## src/rtl/pipe_stage_skid_reg.sv

```systemverilog
// Pipeline stage register with a valid/ready handshake and a one-entry skid
// buffer. in_ready and out_valid come straight from flops, so upstream never
// sees a combinational path from out_ready. A synchronous flush squashes all
// held entries and loads FLUSH_VALUE. A saturating counter tracks stall cycles
// for performance debug.
module pipe_stage_skid_reg #(
  parameter int unsigned                 DATA_WIDTH  = 64,
  parameter logic [DATA_WIDTH-1:0]       FLUSH_VALUE = '0,
  parameter int unsigned                 STALL_CNT_W = 16
) (
  input  logic                   clk,
  input  logic                   reset,
  input  logic                   flush,
  input  logic                   in_valid,
  output logic                   in_ready,
  input  logic [DATA_WIDTH-1:0]  in_data,
  output logic                   out_valid,
  input  logic                   out_ready,
  output logic [DATA_WIDTH-1:0]  out_data,
  output logic [1:0]             occupancy,
  output logic [STALL_CNT_W-1:0] stall_cycles
);

  // The state encoding is the number of entries held.
  typedef enum logic [1:0] {
    EMPTY = 2'd0,
    BUSY  = 2'd1,
    FULL  = 2'd2
  } state_e;

  state_e                 state_q, state_d;
  logic [DATA_WIDTH-1:0]  main_q, main_d;
  logic [DATA_WIDTH-1:0]  skid_q, skid_d;
  logic [STALL_CNT_W-1:0] stall_q, stall_d;
  logic                   in_ready_q, in_ready_d;
  logic                   out_valid_q, out_valid_d;

  // Next-state, payload routing and stall counting.
  always_comb begin
    // NOTE: every variable gets a default first so no path leaves it unassigned, which would infer a latch.
    state_d = state_q;
    main_d  = main_q;
    skid_d  = skid_q;
    stall_d = stall_q;

    if (flush) begin
      // Squash takes priority; a same-cycle in-transfer is dropped, while an
      // out-transfer still completes for downstream since out_data was valid.
      state_d = EMPTY;
      main_d  = FLUSH_VALUE;
      skid_d  = FLUSH_VALUE;
    end else begin
      unique case (state_q)
        EMPTY: begin
          if (in_valid) begin
            main_d  = in_data;
            state_d = BUSY;
          end
        end
        BUSY: begin
          if (in_valid && out_ready) begin
            main_d = in_data;
          end else if (in_valid) begin
            skid_d  = in_data;
            state_d = FULL;
          end else if (out_ready) begin
            // Main is left as-is; out_data holds its last value while empty.
            state_d = EMPTY;
          end
        end
        FULL: begin
          // in_ready is low here, so in_valid/in_data are ignored.
          if (out_ready) begin
            main_d  = skid_q;
            state_d = BUSY;
          end
        end
        default: state_d = EMPTY;
      endcase
    end

    if (out_valid_q && !out_ready && !flush &&
        (stall_q != {STALL_CNT_W{1'b1}})) begin
      stall_d = stall_q + 1'b1;
    end

    // Handshake outputs are registered copies of the decoded next state.
    in_ready_d  = (state_d != FULL);
    out_valid_d = (state_d != EMPTY);
  end

  // State, payload and counter registers with asynchronous active-low reset.
  always_ff @(posedge clk or negedge reset) begin
    if (!reset) begin
      state_q     <= EMPTY;
      // NOTE: payload registers are reset too, because out_data must read FLUSH_VALUE straight out of reset.
      main_q      <= FLUSH_VALUE;
      skid_q      <= FLUSH_VALUE;
      stall_q     <= '0;
      in_ready_q  <= 1'b1;
      out_valid_q <= 1'b0;
    end else begin
      // NOTE: non-blocking assignments so every flop samples the pre-edge values.
      state_q     <= state_d;
      main_q      <= main_d;
      skid_q      <= skid_d;
      stall_q     <= stall_d;
      in_ready_q  <= in_ready_d;
      out_valid_q <= out_valid_d;
    end
  end

  assign in_ready     = in_ready_q;
  assign out_valid    = out_valid_q;
  assign out_data     = main_q;
  assign occupancy    = state_q;
  assign stall_cycles = stall_q;

endmodule

```

## config.mk

```make
export PLATFORM = sky130hd
export DESIGN_NAME = pipe_stage_skid_reg
export DESIGN_NICKNAME = d
export VERILOG_FILES = /design/src/rtl/pipe_stage_skid_reg.sv
export SDC_FILE = /design/constraint.sdc
export NUM_CORES = 1
export LEC_CHECK = 0
export CORE_MARGIN = 4
export CORE_UTILIZATION = 26
export CTS_CLUSTER_DIAMETER = 30
export DETAILED_ROUTE_END_ITERATION = 6
export SYNTH_ARGS = -nofsm -noshare
export SYNTH_HDL_FRONTEND = slang
export SYNTH_SLANG_ARGS = --single-unit
```

## constraint.sdc

```tcl
create_clock -name clk -period 1.92 [get_ports clk]
set_clock_uncertainty 0.05 [all_clocks]
set_input_delay 0.288 -clock clk [delete_from_list [all_inputs] [get_ports clk]]
set_output_delay 0.288 -clock clk [all_outputs]
set_load 0.02 [all_outputs]
```

After elaboration in Yosys (flattened, before gate mapping)
Index checks and enable logic that the tools add are counted.
{ "classes": {"n_eq_ne": 8, "add_sub_neg": 1, "mux": 15, "reduce_logical": 13} }
{ "ops": {"columns": ["op", "n"], "rows": [
  ["64-bit 2-to-1 mux", 7],
  ["64-bit one-hot mux with 3 select lines", 1],
  ["16-bit by 1-bit adder with 16-bit output, second input constant", 1],
  ["16-bit inequality test, second input constant", 1],
  ["2-bit 2-to-1 mux", 6],
  ["3-bit inequality test, second input constant", 3],
  ["2-bit one-hot mux with 3 select lines", 1],
  ["2-bit nonzero test", 3],
  ["1-bit logical AND", 4],
  ["2-bit inequality test, second input constant", 2],
  ["4-bit AND reduction", 1],
  ["4-bit nonzero test", 1],
  ["3-bit AND reduction", 1],
  ["2-bit by 1-bit equality test with 1-bit output, second input constant", 1],
  ["2-bit equality test, second input constant", 1],
  ["1-bit logical NOT", 2],
  ["2-bit logical NOT", 1]
]} }
{ "word_totals": {"inputBits": 69, "elab_cells": 43, "register_bits": 148} }

Longest topological paths before layout
Gate-level depths: netlist of the first run.
{ "depth": {"depth_word": 6, "depth_mapped": 7, "mapped_depth_nobuf": 5} }

Worst setup path after synthesis of the first run
Ideal clock, no wire load.
{ "synth_timing": {"kind": "reg2reg", "start": "reg stall_q[8] (netlist: stall_cycles[8])", "end": "reg stall_q[1] (netlist: stall_cycles[1])", "setup_slack_ns": 0.090, "setup_time_ns": 0.125, "path_stages_with_launch": 5, "period_less_slack_ns": 1.830, "n_path_buf": 1, "arrival_time_ns": 1.655, "required_ns": 1.745, "path_cell_list": "dfrtp_1 > nand4_1 > o41ai_2 > buf_6 > mux2_4"} }
{ "synth_between": {"elab_chain_cells": 2} }
{ "synth_lines": {"columns": ["element", "line", "source"], "rows": [
  ["start, declared", "34", "logic [STALL_CNT_W-1:0] stall_q, stall_d;"],
  ["start signal, assigned", "107", "stall_q <= stall_d;"],
  ["16-bit inequality test", "83", "(stall_q != {STALL_CNT_W{1'b1}})) begin"],
  ["1-bit logical AND", "82", "if (out_valid_q && !out_ready && !flush &&"]
]} }
No other way between the ends.
A chain may end at the register's enable or synchronous reset.

Worst setup path after layout of the first run
{ "layout_timing": {"start": "reg stall_q[2] (netlist: stall_cycles[2])", "end": "out stall_cycles[2]"} }
{ "layout_lines": {"columns": ["element", "line", "source"], "rows": [
  ["end, declared", "21", "output logic [STALL_CNT_W-1:0] stall_cycles"]
]} }
No word-level cell between the ends.

==> impl_metrics.csv, run 1 <==
group,metric,value,unit
worst_setup_path,critPathLaunch,"stall_cycles[2]",
placed_design,gp_congestion,0.7302,
min_path,worstHoldPathType,"in2async",
worst_setup_path,r2r-start,"stall_cycles[0]",
global_routing,track_usage,0.1255,
worst_setup_path,path_cells,"buf_4 -> clkdlybuf4s50_1",
worst_setup_path,rr_endpoint,"stall_cycles[1]",
global_routing,antenna_found_initial,0,
logic_synthesis,synth_warnings,0,
pwr,pwr-share-clk,0.433,
global_routing,grt_max_degree,69,
clock_network,postCtsSetupBuffers,0,
clock_network,cts_buffer_depth,2,
timing,hold_viol_final,0,
pwr,pwr-share-seq,0.399,
global_routing,grt_pass1_vias,5292,
floorplanning,fp.dieW,167.1,um
worst_setup_path,critPathLaunchType,"register",
logic_synthesis,synth_edf_count,0,
placed_design,dpl.hpwl,11930,um
timing,tightest_slew,703.9,ps
flow_run,drv_cap,0,
logic_synthesis,syn_nets,725,
worst_setup_path,critPathCaptureType,"output port",
pwr,p_int,6.350,mW
clock_network,cts_tree,"done",
routing,vias,5251,
worst_setup_path,required,1580,ps
floorplanning,start_util,0.2676,
routing,drtIter0Drc,267,
pwr,power.leakage,3.905,nW
worst_setup_path,worstSetupPathDepth,2,
timing,drv_slew,0,
routing,viasPerCell,4.488,
floorplanning,rows,57,
logic_synthesis,postSynthCellCount,655,
worst_setup_path,crit_slowest_cell,"clkdlybuf4s50_1",
finish,final_core_util,0.3865,
routing,drtAntennaViolNets,0,
global_routing,grt_pass1_wl,28570,um
placed_design,port_buffers,152,
worst_setup_path,path_class,"reg2out",
finish,multi_input_area,2649,um2
worst_setup_path,crit_buf_inv,2,
logic_synthesis,syn_area,6585,um2
timing,relSlewSlack,0.5307,
finish,fill_cells,2442,
clock_network,htreeDepth,4,
routing,drt-total-wl,17430,um
timing,fin_crit_sh,0.9633,
timing,finalSetupTns,0,ps
finish,fin_nets,903,
routing,wl_per_cell,14.90,um
timing,fmax,0.5407,GHz
outcome,outcome,"finished clean",
worst_setup_path,critPathTopFamily,"buffers and inverters",
pwr,netSwitchingFraction,0.2597,
worst_setup_path,critPathMaxFanout,6,
global_routing,grt_overflow_total,0,
logic_synthesis,postSynth.asyncResetShare,1.000,
timing,setup_ws,70.38,ps
pwr,power.switching,2.228,mW
worst_setup_path,critPathMaxStageDelay,610,ps
finish,drive_gt1_frac,0.1147,
worst_setup_path,crit_path_end,"stall_cycles[2]",
routing,drc,0,
pwr,irDropWorstVdd,0.4809,mV
worst_setup_path,ff2ff_path_depth,5,
clock_network,root_buffer,"clkbuf_16",
worst_setup_path,arrival,1510,ps
worst_setup_path,reg2reg_setup_slack,160,ps
timing,period_needed,1850,ps
clock_network,path_clk_slew,60,ps
clock_network,cts_buffers,17,
logic_synthesis,yosysUniqueCellTypes,31,
logic_synthesis,synth.avg_cell_area,10.05,um2
finish,regArea,3705,um2
clock_network,clk_latency,410,ps
floorplanning,die-area,27940,um2
placed_design,place_ws,-85.36,ps
timing,rsz0062_at_grt,"no",
pwr,p_comb_frac,0.168,
floorplanning,num_io_pins,153,
finish,area_growth,44.40,%
logic_synthesis,ys_ff_latch,148,
timing,setup_viol,0,
clock_network,clkSinkCount,148,
pwr,cellPowerDensity,902.0,nW/um2
logic_synthesis,synth_ff_type,"dfrtp_1",
routing,dr.pass1.iters,6,
finish,n_antenna_cell,0,
floorplanning,core,24600,um2
logic_synthesis,synth_seq_area_share,0.5626,
floorplanning,die_h,167.1,um
[cells in the mapped netlist (4+ instances only)]
library cell | count | area, um2
clkbuf_1 | 20 | 75.07
nand4_1 | 4 | 25.02
nor2_1 | 11 | 41.29
buf_2 | 24 | 120.1
a21oi_1 | 66 | 330.3
xor2_1 | 14 | 122.6
o31ai_1 | 64 | 480.5
nand2_1 | 202 | 758.2
buf_4 | 4 | 30.03
nor3_1 | 4 | 20.02
dfrtp_1 | 147 | 3679
mux2i_1 | 64 | 640.6
[layout make-up]
cell class / count / area share
Sequential cell: 148 / 0.3896
Multi-Input combinational cell: 454 / 0.2786
Timing Repair Buffer: 209 / 0.2192
Clock buffer: 17 / 0.04474
Tap cell: 324 / 0.04263
Clock inverter: 15 / 0.02408
Inverter: 3 / 0.001184
[repair_timing]
action                                 CTS  global route
hold buffers                             1             0
endpoints found under the hold margin   31             0
setup endpoints to repair                3             0
gates resized for setup                  3             0
[cell usage in the layout (no fill, tap or decap), types with 2 or more instances in the layout]
cell             synthesis  layout
a21oi_1                 66      66
xnor2_1                  2       2
buf_12                   0      11
clkinvlp_4               0       2
clkinv_4                 0       2
nand3_1                  3       3
clkbuf_16                0      17
o31ai_1                 64      64
nor3b_1                  2       2
nor3_1                   4       4
clkdlybuf4s50_1          0     147
xor2_1                  14      14
nor4_1                   2       2
nor2b_1                  3       2
bufinv_16                0       5
inv_8                    0       2
inv_1                    3       3
and3_1                   3       3
nand4_1                  4       4
buf_4                    4      46
nor2_1                  11      11
mux2i_1                 64      64
dlygate4sd2_1            0       3
clkinv_2                 0       3
nand2_1                202     201
dfrtp_1                147     147
[power groups by stage]
stage / logic (mW) / clock network, mW / registers, mW
finish: 1.44 / 3.71 / 3.43
global route: 1.56 / 3.95 / 3.45
CTS: 1.46 / 3.83 / 3.43
detailed placement: 1.46 / 0 / 3.48
global placement: 1.45 / 0 / 3.48
floorplan: 0.407 / 0 / 3.69
[metal layers]
metal,vias up,share of wire,GRT usage
met4,0,0.020,0.04622
met5,-,0,0
met3,18,0.048,0.03230
li1,2605,-,-
met2,110,0.48,0.2027
met1,2518,0.46,0.1635
[cells by family (layout without fill, tap and decap cells)]
kind of cell / Yosys count / after routing / synth area share
xor gates and xnor gates: 16 / 16 / 0.02128
muxes: 65 / 65 / 0.09956
buffers and inverters: 53 / 244 / 0.03933
and+or+nand+nor: 239 / 239 / 0.1461
DFF: 148 / 148 / 0.5626
AOI/OAI and AO/OA: 133 / 133 / 0.1292
adders and majority gates: 1 / 1 / 0.001900
[metrics by stage]
stage / cell area, um2 / hold slack (ps) / power, mW / std cells
2_1_floorplan: 6585 / -57.59 / 4.097 / 655
3_3_place_gp: 8848 / 160.3 / 4.936 / 1137
3_5_place_dp: 8848 / 162.0 / 4.944 / 1137
4_1_cts: 9509 / 274.7 / 8.724 / 1170
5_1_grt: 9509 / 312.8 / 8.959 / 1170
6_report: 9509 / 286.7 / 8.578 / 1170
[state kept, by name, summed over array words and instances (netlist names)]
register,flops
in_ready,1
occupancy,2
out_data,64
out_valid,1
skid_q,64
stall_cycles,16
[worst min path at each step]
stage	depth (start not counted)	start	endpoint
finish	2	reset	out_data[13]
global route	2	reset	out_data[13]
CTS	2	reset	out_data[13]
detailed placement	1	reset	out_data[13]
global placement	1	reset	out_data[13]
floorplan	0	reset	occupancy[0]
(Power assumes the default switching activity.)
==> run 2, diff against run 1 <==
Settings changed: ABC_AREA set to 1, CTS_CLUSTER_SIZE set to 25.
==> impl_metrics.csv, run 2 <==
group,metric,value,unit
finish,final_core_util,0.3679,
clock_network,cts_tree,"done",
logic_synthesis,yosysTopAreaCell,"dfrtp_1",
worst_setup_path,path_cells,"clkdlybuf4s50_1",
worst_setup_path,critPathMaxFanout,6,
timing,hold_viol_final,0,
clock_network,htreeDepth,4,
routing,drt-total-wl,18560,um
routing,drc,0,
logic_synthesis,syn_area,6984,um2
worst_setup_path,path_class,"reg2out",
worst_setup_path,critPathMaxStageDelay,640,ps
worst_setup_path,critPathTopFamily,"buffers and inverters",
finish,drive_gt1_frac,0.09509,
pwr,cellPowerDensity,919.1,nW/um2
timing,setup_viol,0,
worst_setup_path,critPathCaptureType,"output port",
timing,finalSetupTns,0,ps
global_routing,grt_pass1_wl,29960,um
logic_synthesis,ys_ff_latch,148,
finish,final_cell_mix,"clkdlybuf4s50_1 (146), dfrtp_1 (146), o21ai_1 (118), nand2_1 (118), nor2_1 (108)",
worst_setup_path,ff2ff_path_depth,9,
finish,area_growth,38.05,%
clock_network,clk_latency,420,ps
timing,period_needed,1837,ps
placed_design,dpl.hpwl,12670,um
timing,rsz0062_at_grt,"no",
timing,relSlewSlack,0.7639,
logic_synthesis,syn_nets,891,
floorplanning,num_io_pins,153,
pwr,power.leakage,4.466,nW
floorplanning,die-area,29550,um2
clock_network,cts_buffer_depth,2,
worst_setup_path,worstSetupPathDepth,1,
logic_synthesis,yosysUniqueCellTypes,25,
global_routing,antenna_found_initial,0,
global_routing,grt_overflow_total,0,
global_routing,grt_max_degree,67,
min_path,worstHoldPathType,"in2async",
worst_setup_path,arrival,1500,ps
routing,drtAntennaViolNets,0,
clock_network,path_clk_slew,70,ps
floorplanning,core,26210,um2
flow_run,drv_cap,0,
clock_network,root_buffer,"clkbuf_16",
floorplanning,start_util,0.2665,
clock_network,clkSinkCount,148,
pwr,irDropWorstVdd,0.4009,mV
worst_setup_path,crit_buf_inv,1,
placed_design,place_ws,58.52,ps
global_routing,grt_pass1_vias,5584,
routing,viasPerCell,4.504,
pwr,power.total,8.862,mW
floorplanning,rows,59,
placed_design,gp_congestion,0.8006,
timing,setup_ws,82.59,ps
worst_setup_path,crit_slowest_cell,"clkdlybuf4s50_1",
worst_setup_path,r2r-start,"stall_cycles[1]",
logic_synthesis,synth_ff_type,"dfrtp_1",
floorplanning,die_h,171.9,um
worst_setup_path,reg2reg_setup_slack,320,ps
worst_setup_path,crit_path_end,"stall_cycles[14]",
routing,drtIter0Drc,432,
logic_synthesis,yosys.area.top_type_share,0.5267,
routing,vias,5914,
worst_setup_path,required,1580,ps
clock_network,cts_buffers,17,
worst_setup_path,rr_endpoint,"stall_cycles[11]",
timing,tightest_slew,354.2,ps
routing,wl_per_cell,14.14,um
logic_synthesis,synth_warnings,0,
finish,fill_cells,2619,
global_routing,track_usage,0.1266,
timing,fmax,0.5442,GHz
placed_design,post_dp_cell_area,9019,um2
logic_synthesis,synth.avg_cell_area,8.507,um2
timing,fin_crit_sh,0.9570,
logic_synthesis,postSynthCellCount,821,
routing,dr.pass1.iters,5,
outcome,outcome,"finished clean",
finish,fin_area,9642,um2
logic_synthesis,postSynth.asyncResetShare,1.000,
finish,n_antenna_cell,0,
logic_synthesis,ys_top_cells_by_count,"dfrtp_1 (147), nand2_1 (119), o21ai_1 (118)",
timing,drv_slew,0,
floorplanning,fp.dieW,171.9,um
placed_design,port_buffers,152,
logic_synthesis,synth.area.top_cells,"dfrtp_1 (53%), o21ai_1 (8.5%), nand2_1 (6.4%), nand3_1 (5.8%), nor2_1 (5.8%)",
logic_synthesis,synth_seq_area_share,0.5305,
worst_setup_path,critPathLaunchType,"register",
worst_setup_path,critPathLaunch,"stall_cycles[14]",
logic_synthesis,synth_edf_count,0,
finish,fin_nets,1035,
logic_synthesis,synth.most_common_cell,"dfrtp_1",
==> run 2: changes by cell type in the layout (fill, tap and decap cells not counted), sizes merged, moves of 78 or more <==
cell	before	now
inv	6	89
nand2	202	123
nand3	3	81
nor2	11	109
o21ai	0	121
==> run 2: metal layers <==
metal	global-route usage	vias up	wire (um)	share of wire
met2	0.2019	128	8887	0.48
met1	0.1763	2772	8638	0.47
li1	-	3006	-	-
met4	0.03589	0	197	0.011
met3	0.02446	8	838	0.045
met5	0	-	0	0
==> run 2: worst min path at each step <==
stage | start | end | slack [ps] | depth (start not counted)
floorplan | reset | occupancy[0] | -60 | 0
global placement | reset | stall_cycles[10] | 170 | 1
detailed placement | reset | stall_cycles[10] | 170 | 1
CTS | reset | stall_cycles[10] | 270 | 2
global route | reset | stall_cycles[10] | 320 | 2
finish | reset | stall_cycles[10] | 290 | 2
==> run 2: report_power, final <==
| part | total, mW | switching, mW | internal (mW) |
|---|---|---|---|
| logic | 1.83 | 0.993 | 0.840 |
| registers | 3.62 | 0.216 | 3.41 |
| clock network | 3.41 | 1.39 | 2.01 |
==> run 2: kinds of logic after synthesis <==
kind of cell,Yosys count,synth area share
simple gates,320,0.1912
compound gates,205,0.1781
flops,148,0.5305
buf+inv,139,0.08850
xor+xnor,8,0.01003
fa+ha+maj,1,0.001791
==> run 2: repair_timing <==
item,CTS,global route
hold endpoints to repair,25,0
hold buffers,1,0
buffers inserted,0,0
resized for setup,0,6
endpoints found under the setup margin,0,6
==> run 2: layout make-up <==
class | instances | area, um2 | share of cell area
Timing Repair Buffer | 180 | 1923 | 0.1995
Inverter | 84 | 320.3 | 0.03322
Multi-Input combinational cell | 534 | 2674 | 0.2773
Sequential cell | 148 | 3706 | 0.3844
Tap cell | 335 | 419.2 | 0.04347
Clock inverter | 12 | 142.6 | 0.01479
Clock buffer | 20 | 456.7 | 0.04737
==> run 2: stage by stage <==
stage | hold WS [ps] | cells
global route | 315.1 | 1313
finish | 289.3 | 1313
CTS | 267.1 | 1313
detailed placement | 165.7 | 1280
global placement | 166.5 | 1280
floorplan | -57.59 | 821
==> run 3, diff against run 2 <==
Settings changed: SLEW_MARGIN set to 5.
==> results of run 3 <==
No change in the layout: final DEF, timing and power equal those of run 2.
